`src/rtl/mem_access_ctrl.sv`:
```
// MEM-stage request/acknowledge controller toward a variable-latency data memory.
// Optional `MEM_STALL_CNT_EN` adds a free-running stalled-cycle counter output.
module mem_access_ctrl #(
    parameter int unsigned TIMEOUT = 16,
    parameter int unsigned ADDR_W  = 32,
    parameter int unsigned DATA_W  = 32
) (
    input  logic              clk_i,
    input  logic              rst_i,
    input  logic              MemRead_i,
    input  logic              MemWrite_i,
    input  logic [ADDR_W-1:0] ALU_data_i,
    input  logic [DATA_W-1:0] writeData_i,
    output logic              stall_o,
    output logic [DATA_W-1:0] data_o,
    output logic              err_o,
    output logic              mem_req_o,
    output logic              mem_we_o,
    output logic [ADDR_W-1:0] mem_addr_o,
    output logic [DATA_W-1:0] mem_wdata_o,
    input  logic              mem_ack_i,
    input  logic [DATA_W-1:0] mem_rdata_i
`ifdef MEM_STALL_CNT_EN
    ,
    output logic [31:0]       stall_cycles_o
`endif
);

    localparam int unsigned    CntW       = (TIMEOUT > 0) ? $clog2(TIMEOUT + 1) : 1;
    localparam logic [CntW-1:0] TimeoutCnt = CntW'(TIMEOUT);
    localparam bit             HasTimeout = (TIMEOUT != 0);

    typedef enum logic {StIdle, StWait} state_e;

    state_e            state_q;
    logic [CntW-1:0]   cnt_q;
    logic [DATA_W-1:0] rdata_q;

    logic access, is_read, done, abort;

    assign access      = MemRead_i | MemWrite_i;
    assign is_read     = MemRead_i & ~MemWrite_i;
    assign mem_we_o    = MemWrite_i;
    assign mem_addr_o  = ALU_data_i;
    assign mem_wdata_o = writeData_i;

    // Handshake decode; stall_o stays combinational so EX/MEM moves on the completing edge.
    always_comb begin
        mem_req_o = 1'b0;
        stall_o   = 1'b0;
        err_o     = 1'b0;
        done      = 1'b0;
        abort     = 1'b0;
        unique case (state_q)
            StIdle: begin
                mem_req_o = access;
                stall_o   = access & ~mem_ack_i;
                done      = access & mem_ack_i;
            end
            StWait: begin
                if (mem_ack_i) begin
                    mem_req_o = 1'b1;
                    done      = 1'b1;
                end else if (HasTimeout && (cnt_q == TimeoutCnt)) begin
                    abort = 1'b1;
                    err_o = 1'b1;
                end else begin
                    mem_req_o = 1'b1;
                    stall_o   = 1'b1;
                end
            end
            default: ;
        endcase
    end

    always_comb begin
        data_o = rdata_q;
        if (done && is_read) begin
            data_o = mem_rdata_i;
        end else if (abort && is_read) begin
            data_o = '0;
        end
    end

    always_ff @(posedge clk_i or negedge rst_i) begin
        if (!rst_i) begin
            state_q <= StIdle;
            cnt_q   <= '0;
            rdata_q <= '0;
        end else begin
            if (state_q == StIdle) begin
                if (access && !mem_ack_i) begin
                    state_q <= StWait;
                    cnt_q   <= CntW'(1);
                end
            end else if (done || abort) begin
                state_q <= StIdle;
            end else begin
                cnt_q <= cnt_q + 1'b1;
            end

            if (done && is_read) begin
                rdata_q <= mem_rdata_i;
            end else if (abort && is_read) begin
                rdata_q <= '0;
            end
        end
    end

`ifdef MEM_STALL_CNT_EN
    always_ff @(posedge clk_i or negedge rst_i) begin
        if (!rst_i) begin
            stall_cycles_o <= '0;
        end else if (stall_o) begin
            stall_cycles_o <= stall_cycles_o + 32'd1;
        end
    end
`endif

endmodule

```
`config.mk`:
```
export PLATFORM = sky130hd
export DESIGN_NAME = mem_access_ctrl
export DESIGN_NICKNAME = d
export VERILOG_FILES = /design/src/rtl/mem_access_ctrl.sv
export SDC_FILE = /design/constraint.sdc
export NUM_CORES = 1
export LEC_CHECK = 0
export CORE_MARGIN = 2
export CORE_UTILIZATION = 28
export CTS_BUF_LIST = sky130_fd_sc_hd__clkbuf_8
export CTS_CLUSTER_DIAMETER = 80
export DETAILED_ROUTE_END_ITERATION = 10
export PLACE_DENSITY = 0.78
export RECOVER_POWER = 100
export SLEW_MARGIN = 20
export SYNTH_ARGS = -nofsm -noshare
export SYNTH_HDL_FRONTEND = slang
export SYNTH_SLANG_ARGS = --single-unit
```
`constraint.sdc`:
```
create_clock -name clk_i -period 1.4 [get_ports clk_i]
set_input_delay 0.14 -clock clk_i [delete_from_list [all_inputs] [get_ports clk_i]]
set_output_delay 0.14 -clock clk_i [all_outputs]
set_load 0.02 [all_outputs]
```
# After elaboration in Yosys (flattened, before gate mapping)
# Cells that the tools add are included.
[totals]
ff_bits = 38
wordCells = 38
[classes]
add_sub_neg = 1
n_eq_ne = 2
muxes = 18
bitwise = 7
reduce_logical = 7
[op_table]
columns = ["op", "n"]
rows = [
  ["two-way mux 32 bit", 2],
  ["two-way mux 5 bit", 3],
  ["two-way mux 1 bit", 10],
  ["one-hot mux 1 bit (2 select lines)", 3],
  ["adder 5 x 1 -> 5 bit (second input constant)", 1],
  ["== test 5 bit (second input constant)", 1],
  ["bitwise AND 1 bit", 3],
  ["logical AND 1 bit", 3],
  ["NOT 1 bit", 3],
  ["inequality test 2 bit (second input constant)", 1],
  ["AND reduction 2 bit", 1],
  ["nonzero test 2 bit", 1],
  ["logical NOT 1 bit", 1],
  ["logical OR 1 bit", 1],
  ["bitwise OR 1 bit", 1],
]

# Logic depth before layout (Yosys ltp)
[logic_depth]
ltp_word = 7
mapped_depth = 6
ltp_nobuf = 5

# Worst setup path after synthesis
# OpenSTA, ideal clock, no wires.
[synth_path]
path_type = "register to output"
startpoint = "register cnt_q[0]"
endpoint = "output mem_req_o"
arrival_ns = 1.733
required_ns = 1.260
slack_ns = -0.473
path_stages_with_launch = 6
cell_sequence = "dfrtp_1 inv_1 ha_1 nand3b_4 nor4_1 nor2_1"
[synth_between]
elab_chain_cells = 4
[synth_lines]
columns = ["item", "line", "source"]
rows = [
  ["start: declaration", "36", "logic [CntW-1:0] cnt_q;"],
  ["start signal: assignment", "94", "cnt_q <= CntW'(1);"],
  ["start signal: assignment", "99", "cnt_q <= cnt_q + 1'b1;"],
  ["== test 5 bit", "64", "end else if (HasTimeout && (cnt_q == TimeoutCnt)) begin"],
  ["two-way mux 1 bit", "64", ""],
  ["two-way mux 1 bit", "61", "if (mem_ack_i) begin"],
  ["one-hot mux 1 bit (2 select lines)", "54", "unique case (state_q)"],
  ["end: declaration", "17", "output logic mem_req_o,"],
]
# No other way between the ends.

# Final worst setup path
[layout_path]
startpoint = "register cnt_q[1]"
endpoint = "output data_o[7]"
[layout_between]
elab_chain_cells = 7
[layout_lines]
columns = ["item", "line", "source"]
rows = [
  ["== test 5 bit", "64", ""],
  ["two-way mux 1 bit", "64", ""],
  ["two-way mux 1 bit", "61", ""],
  ["two-way mux 1 bit", "54", ""],
  ["logical AND 1 bit", "80", "end else if (abort && is_read) begin"],
  ["two-way mux 32 bit", "80", ""],
  ["two-way mux 32 bit", "78", "if (done && is_read) begin"],
  ["end: declaration", "15", "output logic [DATA_W-1:0] data_o,"],
]
# No other way between the ends.

==> results.yml <==
critical_path:
  cpPeakStageDelay_ps: 400
  regToRegSetupSlack_ps: -500
  cp_max_fo: 7
  worst_ep_required_time_ps: 1260
  cp-start-kind: "flip-flop"
  slowest_stage: "dfrtp_1"
  setup.worst_path.class: "reg2out"
  endpoint_kind: "output pin"
  reg2reg_depth: 10
  cp_top_family: "buffers and inverters"
  crit-reg2reg-launch: "cnt_q[1]"
  worstPathArrival_ps: 1770
  reg2reg_to: "cnt_q[1]"
  path_buf_inv: 4
  cp_cell_sequence: "inv_2, ha_4, nand3b_4, nor4_4, buf_4, buf_12, o21ai_2, buf_6"
global_routing:
  grt_use_met2_pct: 20.5
  antenna_found_initial: 0
  busiest_layer: "met2"
  grtUsageTotal_pct: 12.9
  grtUsageMet3_pct: 4.07
  grt_max_degree: 33
  grtUsageMet1_pct: 15.4
  grt_pass1_wl_mm: 8.64
  grt_pass1_vias: 1805
  gr-total-overflow: 0
synthesis:
  synth_top_area_share_pct: 44.4
  yosys-top-cells-area: "dfrtp_1, buf_4, nand2_1"
  synth-seq-cells: 38
  synth_flop_cell: "dfrtp_1"
  async_flop_share_pct: 100
  syn_avg_cell_area_sq_um: 8.80
  synth_enable_flop_cells: 0
  synthCells: 243
  yosysTopAreaCell: "dfrtp_1"
  synth-seq-area-share_pct: 44.4
  syn-num-nets: 346
  syn-cell-area_sq_mm: 0.00214
  yosysUniqueCellTypes: 30
  yosys_warnings: 0
die:
  fp.dieW_um: 91.4
  dieArea_sq_mm: 0.00836
  io_pins: 201
  core_area_sq_mm: 0.00733
  start_util_pct: 29.2
  die_h_um: 91.4
  rows: 31
status:
  violations: "negative setup slack"
  status: "finished with violations"
power:
  irDropWorstVdd_mv: 0.554
  power_density_mw_per_mm2: 1080
  leakage_uw: 0.00154
place:
  pre_cts_ws_ps: -834
  finalWeightedCongestion: 0.788
  dp_cells: 367
  numPortBuffers: 72
  place_hpwl_mm: 3.58
clock_network:
  cts_buffer_depth: 2
  ctsHtreeMaxLevel: 2
  clk_pin_slew_ps: 80
  cts-root-buf: "clkbuf_8"
  cts.sinks: 38
  numCtsBuffers: 5
  clock_latency_ps: 290
  tritoncts: "yes"
sta:
  drv_slew: 0
  tightest_slew_ps: 880
  clock_skew_ps: 7.64
  period_minus_slack_ps: 1910
  finalSetupViolations: 67
  rsz0062_at_grt: "true"
  max_freq_ghz: 0.524
  layout_setup_ws_ps: -507
  period_share_pct: 136
  hold_violations: 0
  slew_headroom_pct: 41.3
cells_and_area:
  area_growth_pct: 59.5
  final_cell_count_no_fill: 395
  n_antenna_cell: 0
  drive_above_1_share_pct: 44.6
  num-nets-final: 398
run:
  drv_cap: 0
drt:
  wire_per_inst_um: 14.4
  drt-total-wl_mm: 5.69
  drc: 0
  firstDrtPassIters: 4
  via_per_inst: 4.52
  antenna_left: 0
  first_iter_violations: 91
  vias: 1787
min_path:
  hold-path-endpoint: "mem_addr_o[0]"
  hold_path.class: "in2out"
  holdPathStages: 0
  hp-start: "ALU_data_i[0]"
report_power, final:
part / internal, uW / switching (uW)
clock network: 350 / 412
logic: 852 / 722
registers: 1280 / 75.6
total: 2480 / 1210
sequential cells by signal, summed over array words and instances (netlist names):
signal	cells
state_q	1
cnt_q	5
rdata_q	32
cells in the mapped netlist (all sizes together), types with 2 or more instances:
master and instances:
o21ai 32, buf 71, nand3 2, nor3 3, nor4 2, ha 2
inv 5, nand2 64, nor2 2, nand3b 2, a211o 2, clkbuf 4
dfrtp 38, nand2b 2
cell type report:
class                      count  area, sq um
timing repair buffer         120         1240
inverter                       5         18.8
tap                           99          124
clock inverter                 3         21.3
sequential                    38          951
clock buffer                   5         68.8
multi-input combinational    125          988
fill                         666         3920
through the flow:
| stage | hold slack [ps] | TNS, ps | power [uW] | instance area, sq um | utilization [%] |
|---|---|---|---|---|---|
| after floorplan | -156 | -6400 | 2210 | 2240 | - |
| after global placement | 91.0 | -31880 | 2570 | 2780 | 38.0 |
| after detailed placement | 88.5 | -34310 | 2600 | 2780 | 38.0 |
| after CTS | 280 | -27050 | 3470 | 3100 | 42.2 |
| after global routing | 280 | -25510 | 3920 | 3410 | 46.6 |
| final | 280 | -19710 | 3690 | 3410 | 46.6 |
routing by layer:
layer / routed length [um] / up-vias
li1: - / 826
met1: 2260 / 859
met2: 2830 / 66
met3: 386 / 36
met4: 216 / 0
met5: 0 / -
kinds of logic after synthesis:
logic type               synth area share, %
AO/OA/AOI/OAI                           9.82
adder cells (fa/ha/maj)                 1.17
buffers and inverters                   25.8
flip-flops                              44.4
multiplexers                           0.468
AND/OR/NAND/NOR                         18.3
cells in the final DEF (no fill, tap or decap), types with 2 or more instances in the layout:
| cell | count |
|---|---|
| clkbuf_8 | 5 |
| clkdlybuf4s50_1 | 35 |
| o21ai_4 | 23 |
| nor2_1 | 2 |
| o21ai_2 | 8 |
| nand3_1 | 2 |
| nand2_1 | 64 |
| inv_1 | 2 |
| a211o_1 | 2 |
| nand2b_1 | 2 |
| ha_4 | 2 |
| buf_4 | 23 |
| buf_12 | 5 |
| buf_6 | 52 |
| nor3_1 | 2 |
| dfrtp_1 | 38 |
| inv_2 | 3 |
| nor4_4 | 2 |
timing repair:
item                       4_1_cts  5_1_grt
hold endpoints to repair        15        0
gates resized for setup        219       74
setup endpoints to repair       68       71
pin swaps                        9       18
buffers inserted                11       13
hold buffers                     1        0
cloned                           2        0
how the worst max path moves through the flow:
stage	start	to	slack [ps]	depth (start not counted)
after floorplan	cnt_q[0]	mem_req_o	-150	5
after global placement	MemWrite_i	data_o[30]	-800	6
after detailed placement	MemWrite_i	data_o[4]	-830	6
after CTS	cnt_q[0]	data_o[7]	-660	8
after global routing	cnt_q[1]	data_o[9]	-600	8
final	cnt_q[1]	data_o[7]	-510	8
worst register-to-register path: cells and delay by family (launching register included):
kind	cells	cell delay, ps
adder cells (fa/ha/maj)	1	160
AND/OR/NAND/NOR	1	140
AO/OA/AOI/OAI	2	500
flip-flops	1	370
buffers and inverters	6	620
(Power assumes the default switching activity.)
